File: config.mk
export PLATFORM = sky130hd
export DESIGN_NAME = gcd_engine
export DESIGN_NICKNAME = d
export VERILOG_FILES = /design/src/rtl/gcd_engine.sv
export SDC_FILE = /design/constraint.sdc
export NUM_CORES = 1
export LEC_CHECK = 0
export BUFFER_PORTS_ARGS = -buffer_cell sky130_fd_sc_hd__buf_2
export CORE_MARGIN = 5
export CORE_UTILIZATION = 50
export CTS_BUF_LIST = sky130_fd_sc_hd__clkbuf_16
export CTS_CLUSTER_DIAMETER = 50
export DETAILED_ROUTE_END_ITERATION = 10
export HOLD_SLACK_MARGIN = 0.1
export PLACE_DENSITY = 0.73
export SLEW_MARGIN = 20
export SYNTH_ARGS = -nofsm -noshare
export SYNTH_HDL_FRONTEND = slang
export SYNTH_SLANG_ARGS = --single-unit
File: constraint.sdc
create_clock -name clk -period 2.57 [get_ports clk]
set_input_delay 0.1285 -clock clk [delete_from_list [all_inputs] [get_ports clk]]
set_output_delay 0.1285 -clock clk [all_outputs]
set_load 0.005 [all_outputs]
File: src/rtl/gcd_engine.sv
`default_nettype none
// +----------------------------------------------------------------------------+
// | gcd_engine: subtractive GCD of two unsigned operands, one step per clock.  |
// | Optional GCD_ITER_CNT_EN adds iter_cnt (saturating subtraction count).     |
// | Revision: 1.0                                                              |
// +----------------------------------------------------------------------------+
module gcd_engine #(
    parameter int WIDTH = 16
) (
    input  logic             clk,
    input  logic             rst,
    input  logic             start,
    input  logic [WIDTH-1:0] a,
    input  logic [WIDTH-1:0] b,
    output logic             busy,
    output logic             done,
    output logic [WIDTH-1:0] ans,
    output logic             err
`ifdef GCD_ITER_CNT_EN
    ,
    output logic [WIDTH-1:0] iter_cnt
`endif
);

    typedef enum logic [1:0] {
        S_IDLE = 2'd0,
        S_CALC = 2'd1,
        S_DONE = 2'd2
    } state_t;

    state_t           state_q, state_d;
    logic [WIDTH-1:0] ra_q, ra_d;
    logic [WIDTH-1:0] rb_q, rb_d;
    logic [WIDTH-1:0] ans_q, ans_d;
    logic             err_q, err_d;
    logic             busy_q, busy_d;
    logic             done_q, done_d;
`ifdef GCD_ITER_CNT_EN
    logic [WIDTH-1:0] cnt_q, cnt_d;
    logic [WIDTH-1:0] iter_q, iter_d;
    logic             w_cnt_inc;
`endif

    always_comb begin
        state_d = state_q;
        ra_d    = ra_q;
        rb_d    = rb_q;
        ans_d   = ans_q;
        err_d   = err_q;
`ifdef GCD_ITER_CNT_EN
        w_cnt_inc = 1'b0;
        cnt_d     = cnt_q;
        iter_d    = iter_q;
`endif
        case (state_q)
            S_IDLE: begin
                if (start) begin
                    ra_d    = a;
                    rb_d    = b;
                    state_d = S_CALC;
`ifdef GCD_ITER_CNT_EN
                    cnt_d   = '0;
`endif
                end
            end
            S_CALC: begin
                // Decision priority matters: equality first so 0/0 reports err.
                if (ra_q == rb_q) begin
                    ans_d   = ra_q;
                    err_d   = (ra_q == '0);
                    state_d = S_DONE;
                end else if (rb_q == '0) begin
                    ans_d   = ra_q;
                    err_d   = 1'b0;
                    state_d = S_DONE;
                end else if (ra_q == '0) begin
                    ans_d   = rb_q;
                    err_d   = 1'b0;
                    state_d = S_DONE;
                end else if (ra_q > rb_q) begin
                    ra_d = ra_q - rb_q;
`ifdef GCD_ITER_CNT_EN
                    w_cnt_inc = 1'b1;
`endif
                end else begin
                    rb_d = rb_q - ra_q;
`ifdef GCD_ITER_CNT_EN
                    w_cnt_inc = 1'b1;
`endif
                end
            end
            S_DONE: begin
                state_d = S_IDLE;
            end
            default: begin
                state_d = S_IDLE;
            end
        endcase
`ifdef GCD_ITER_CNT_EN
        if (w_cnt_inc && (cnt_q != {WIDTH{1'b1}})) begin
            cnt_d = cnt_q + 1'b1;
        end
        if ((state_q == S_CALC) && (state_d == S_DONE)) begin
            iter_d = cnt_q;
        end
`endif
        busy_d = (state_d == S_CALC);
        done_d = (state_d == S_DONE);
    end

    always_ff @(posedge clk or posedge rst) begin
        if (rst) begin
            state_q <= S_IDLE;
            ra_q    <= '0;
            rb_q    <= '0;
            ans_q   <= '0;
            err_q   <= 1'b0;
            busy_q  <= 1'b0;
            done_q  <= 1'b0;
`ifdef GCD_ITER_CNT_EN
            cnt_q   <= '0;
            iter_q  <= '0;
`endif
        end else begin
            state_q <= state_d;
            ra_q    <= ra_d;
            rb_q    <= rb_d;
            ans_q   <= ans_d;
            err_q   <= err_d;
            busy_q  <= busy_d;
            done_q  <= done_d;
`ifdef GCD_ITER_CNT_EN
            cnt_q   <= cnt_d;
            iter_q  <= iter_d;
`endif
        end
    end

    assign busy = busy_q;
    assign done = done_q;
    assign ans  = ans_q;
    assign err  = err_q;
`ifdef GCD_ITER_CNT_EN
    assign iter_cnt = iter_q;
`endif

endmodule
`default_nettype wire

# --- Yosys cells after proc, flatten, opt, wreduce, memory -nomap -nowiden ---
# Index checks and enable logic that the tools add are counted.
op_classes:
  n_bitwise: 0
  muxes: 23
  n_reduce_logical: 8
  order_cmp: 1
  n_mul: 0
  div: 0
  n_addsub: 2
  eq_ne: 10
  shift: 0
ops:
  columns: ["cell", "n"]
  rows:
  - ["2-to-1 mux 16 bit", 13]
  - ["one-hot mux 16 bit (2 select lines)", 2]
  - ["zero test 16 bit", 2]
  - ["subtractor 16 bit", 2]
  - ["equality test 16 bit", 1]
  - ["> comparator 16 bit", 1]
  - ["inequality test 2 bit (second input constant)", 6]
  - ["AND reduction 6 bit", 2]
  - ["2-to-1 mux 2 bit", 4]
  - ["equality test 2 x 1 -> 1 bit (second input constant)", 2]
  - ["one-hot mux 2 bit (2 select lines)", 1]
  - ["2-to-1 mux 1 bit", 3]
  - ["nonzero test 3 bit", 1]
  - ["equality test 2 bit (second input constant)", 1]
  - ["zero test 2 bit", 1]
  - ["AND reduction 2 bit", 1]
  - ["nonzero test 2 bit", 1]
word_totals:
  wordCells: 51
  ff_bits: 53
  mem_count: 0
  latch_bits: 0
  output_inout_bits: 19
  inputBits: 35
  rom_bits: 0
  mem_bits_rw: 0

# --- Depth between registers and ports, before layout ---
depth:
  word_depth: 6
  ltp_mapped: 10

# --- Least setup slack after synthesis ---
# No wires, ideal clock.
synth_path:
  path_type: "register to register"
  from: "register ra_q[0]"
  to: "register ra_q[12]"
  path_stages_with_launch: 11
  path_buffers: 1
  period_less_slack_ps: 2462
  arrival_time_ps: 2337
  slack_ps: 108
  setup_ps: 125
  required_time_ps: 2445
  cell_sequence: "dfrtp_1 inv_1 ha_1 fa_1 nand2b_1 a21oi_1 o21ai_2 a31oi_2 o21ai_2 buf_6 mux2_4"
synth_between:
  elab_chain_len: 6
synth_rtl:
  columns: ["item", "line_no", "text"]
  rows:
  - ["start: declaration", "32", "logic [WIDTH-1:0] ra_q, ra_d;"]
  - ["start signal: assignment", "126", "ra_q <= ra_d;"]
  - ["subtractor 16 bit", "81", "ra_d = ra_q - rb_q;"]
  - ["2-to-1 mux 16 bit", "80", "end else if (ra_q > rb_q) begin"]
  - ["2-to-1 mux 16 bit", "76", "end else if (ra_q == '0) begin"]
  - ["2-to-1 mux 16 bit", "72", "end else if (rb_q == '0) begin"]
  - ["2-to-1 mux 16 bit", "68", "if (ra_q == rb_q) begin"]
  - ["one-hot mux 16 bit (2 select lines)", "55", "case (state_q)"]
# Several ways; a longest one is shown, not always the timed one. The select of a mux whose other input is x is not followed.
# A chain may end at the register's enable or synchronous reset.

# --- Worst setup path after layout ---
layout_path:
  from: "register rb_q[0]"
  to: "register ra_q[10]"
layout_between:
  elab_chain_len: 6
layout_rtl:
  columns: ["item", "line_no", "text"]
  rows:
  - ["start: declaration", "33", "logic [WIDTH-1:0] rb_q, rb_d;"]
  - ["start signal: assignment", "127", "rb_q <= rb_d;"]
  - ["subtractor 16 bit", "81", null]
  - ["2-to-1 mux 16 bit", "80", null]
  - ["2-to-1 mux 16 bit", "76", null]
  - ["2-to-1 mux 16 bit", "72", null]
  - ["2-to-1 mux 16 bit", "68", null]
  - ["one-hot mux 16 bit (2 select lines)", "55", null]
# Several ways; a longest one is shown, not always the timed one. The select of a mux whose other input is x is not followed.

==> out/qor.txt <==
Die height: 102 um
Pin count of the biggest net entering global routing: 44
CTS tree: yes
Cells along the critical path: ha_1, fa_1, nand2b_1, buf_4, a21o_1, a21boi_0, o21a_1, o31ai_1, mux2_2
Synth Flop Type: dfrtp_1
Filler cells: 736
Crit end category: flop
Vias/cell: 5.84
Number of max-cap violations: 0
Layout cell share with drive strength beyond 1: 26.7%
Crit path from: rb_q[0]
Setup_tns: 0 ps
Number of global-route vias before repair: 3,954
Detailed placer's ending HPWL: 9290 um
Clock Path Buffers: 2
Clock transition time at the flip-flop clock pins of the worst setup and hold paths: 70 ps
Syn avg cell area: 8.40 um2
Area contributors post-synth: dfrtp_1 31%, ha_1 9.1%, a21oi_1 6.5%
Core box area: 0.00826 mm2
Num CTS Buffers: 5
Fin crit period: 2510 ps
Post-synth EDFFs: 0
Setup-failing EPs final: 0
DRT antenna net count: 0
Hold slack final: 129 ps
Setup crit start kind: flop
Slew Viols, Final: 0
Commonest non-fill, non-tap cell in the layout: nand2_1
CP max-delay cell: dfrtp_1
Tightest Pin Transition: 670 ps
Ys async rst share: 100%
Setup crit end: ra_q[10]
Die area: 0.0105 mm2
Initial antenna violation count: 0
Total track usage: 24.0%
DIE WIDTH: 102 um
Yosys top cell area share: 31.2%
Wire length per cell: 17.7 um
Syn nets: 575
Endpoints failing hold: 0
Sequential cell area fraction in the yosys report: 31.2%
Status: finished clean
Row count: 33
Gate Count Post-Synth: 507
Distinct cells, synth: 60
First-pass GRT wire length: 19,700 um
Area growth, synth to finish: 20.5%
RR Startpoint: rb_q[0]
DRT Wirelength: 12,200 um
Antenna cells: 0
Port bufs: 53
Yosys reg bits: 53
CTS sink cnt: 53
Max Clk Rate: 0.398 GHz
Reg2Reg Depth: 9
Worst rel slew slack: 55.2%
Critical path type: flop to flop
R2R Setup Slk: 60 ps
Post-layout nets: 654
Pwr dens: 322 mW/mm2
Cell count along the critical path: 9
Hold Path Class: input pin to flop
Residual DRC count: 0
Vias post-DR: 4,042
Pleak: 0.00252 uW
CTS H-Tree Depth: 2
Critical R2R Capture: ra_q[10]
Commonest cells after routing, fill and taps aside: 66 x nand2_1, 53 x o21ai_0, 53 x dfrtp_1, 53 x buf_2, 51 x a21oi_1
Yosys warns: 0
DR pass1 iterations: 5
Clk_skew: 6.49 ps
RSZ-0062 raised after global routing: no
Tcrit/Tclk final: 97.8%
Max IR drop VDD: 272 uV
WP data required: 2750 ps
Io pins: 54
Clk Latency, worst-skew pair: 290 ps
Mapped Area: 0.00426 mm2
Top cell type by total area after synthesis: dfrtp_1
CP peak stage delay: 420 ps
Crit path DAT: 2690 ps
Worst Path Buf+Inv: 1
DR iter-0 viols: 329
Grt total ovfl: 0
CTS root buf: clkbuf_16
Worst Path Max Fanout: 3
CP top delay family: compound AO/OA/AOI/OAI gates
Initial Util: 51.5%
Placer Congestion: 0.936
sequential cells by signal, indices dropped and copies added (netlist names):
name / count
busy: 1
state_q: 2
ans: 16
ra_q: 16
rb_q: 16
err: 1
done: 1
logic make-up after synthesis:
family                   share of synthesized area, %
AND/OR/NAND/NOR                                  16.5
buffers and inverters                            7.41
AO/OA/AOI/OAI                                    23.5
multiplexers                                     9.52
XOR/XNOR                                         1.85
adder cells (fa/ha/maj)                          10.1
flip-flops                                       31.2
metal layers:
layer | part of all wire, % | global-route usage [%] | vias up
met4 | 1.3 | 5.75 | 0
met2 | 45 | 38.1 | 169
met1 | 45 | 34.2 | 1900
met5 | 0 | 0 | -
li1 | - | - | 1956
met3 | 8.0 | 3.96 | 17
how the worst min path moves through the flow:
stage           from      end  slack [ps]  depth (start not counted)
6_report        a[0]  ra_q[0]         130                          3
3_3_place_gp     rst   ans[1]         130                          2
3_5_place_dp     rst   ans[2]         140                          2
5_1_grt         a[2]  ra_q[2]         160                          3
2_1_floorplan  start     busy         310                          2
4_1_cts         a[1]  ra_q[1]         120                          3
timing repair:
action                                  4_1_cts  5_1_grt
hold buffers                                  1        0
resized for setup                             1       14
pin swaps                                     0        2
buffers inserted                              0        1
endpoints found under the hold margin        16        0
endpoints found under the setup margin        1       36
gates cloned                                  0        0
stage by stage:
step / setup WS, ps / util (%) / area (um2) / instances / total power, uW
final: 56.9 / 62.1 / 5130 / 692 / 1650
after detailed placement: 15.9 / 59.0 / 4880 / 682 / 895
after floorplan: 108 / - / 4260 / 507 / 863
after global placement: 79.0 / 59.0 / 4880 / 682 / 894
after global routing: 5.71 / 62.1 / 5130 / 692 / 1700
after CTS: 23.9 / 61.3 / 5060 / 691 / 1660
synth_stat cells, drive strengths merged, types with 5 or more instances:
master  count
o311ai      7
mux2i       9
a21oi      57
nand2b      5
clkbuf     16
nand2      67
xnor2       5
nand4      12
buf        14
nand3       6
a21o        6
nor4        9
nor2       34
mux2       26
o21ai      57
inv        41
ha         31
or4         5
dfrtp      53
where the power goes:
group	switching (uW)	internal, uW
sequential	0	833
clock	318	457
combinational	25.3	20.5
total	343	1310
tightest hold or removal path, cell delays in order:
cell     delay [ps]
buf_2            80
a21oi_1          50
mux2i_1         120
cell type report:
cell class | instances | area [um2] | share of cell area, %
Sequential cell | 53 | 1330 | 25.8
Clock buffer | 5 | 125 | 2.44
Timing Repair Buffer | 102 | 668 | 13.0
Inverter | 41 | 154 | 3.00
Clock inverter | 3 | 41.3 | 0.805
Tap cell | 105 | 131 | 2.56
Multi-Input combinational cell | 383 | 2690 | 52.3
Power figures use the tool's default switching activity.
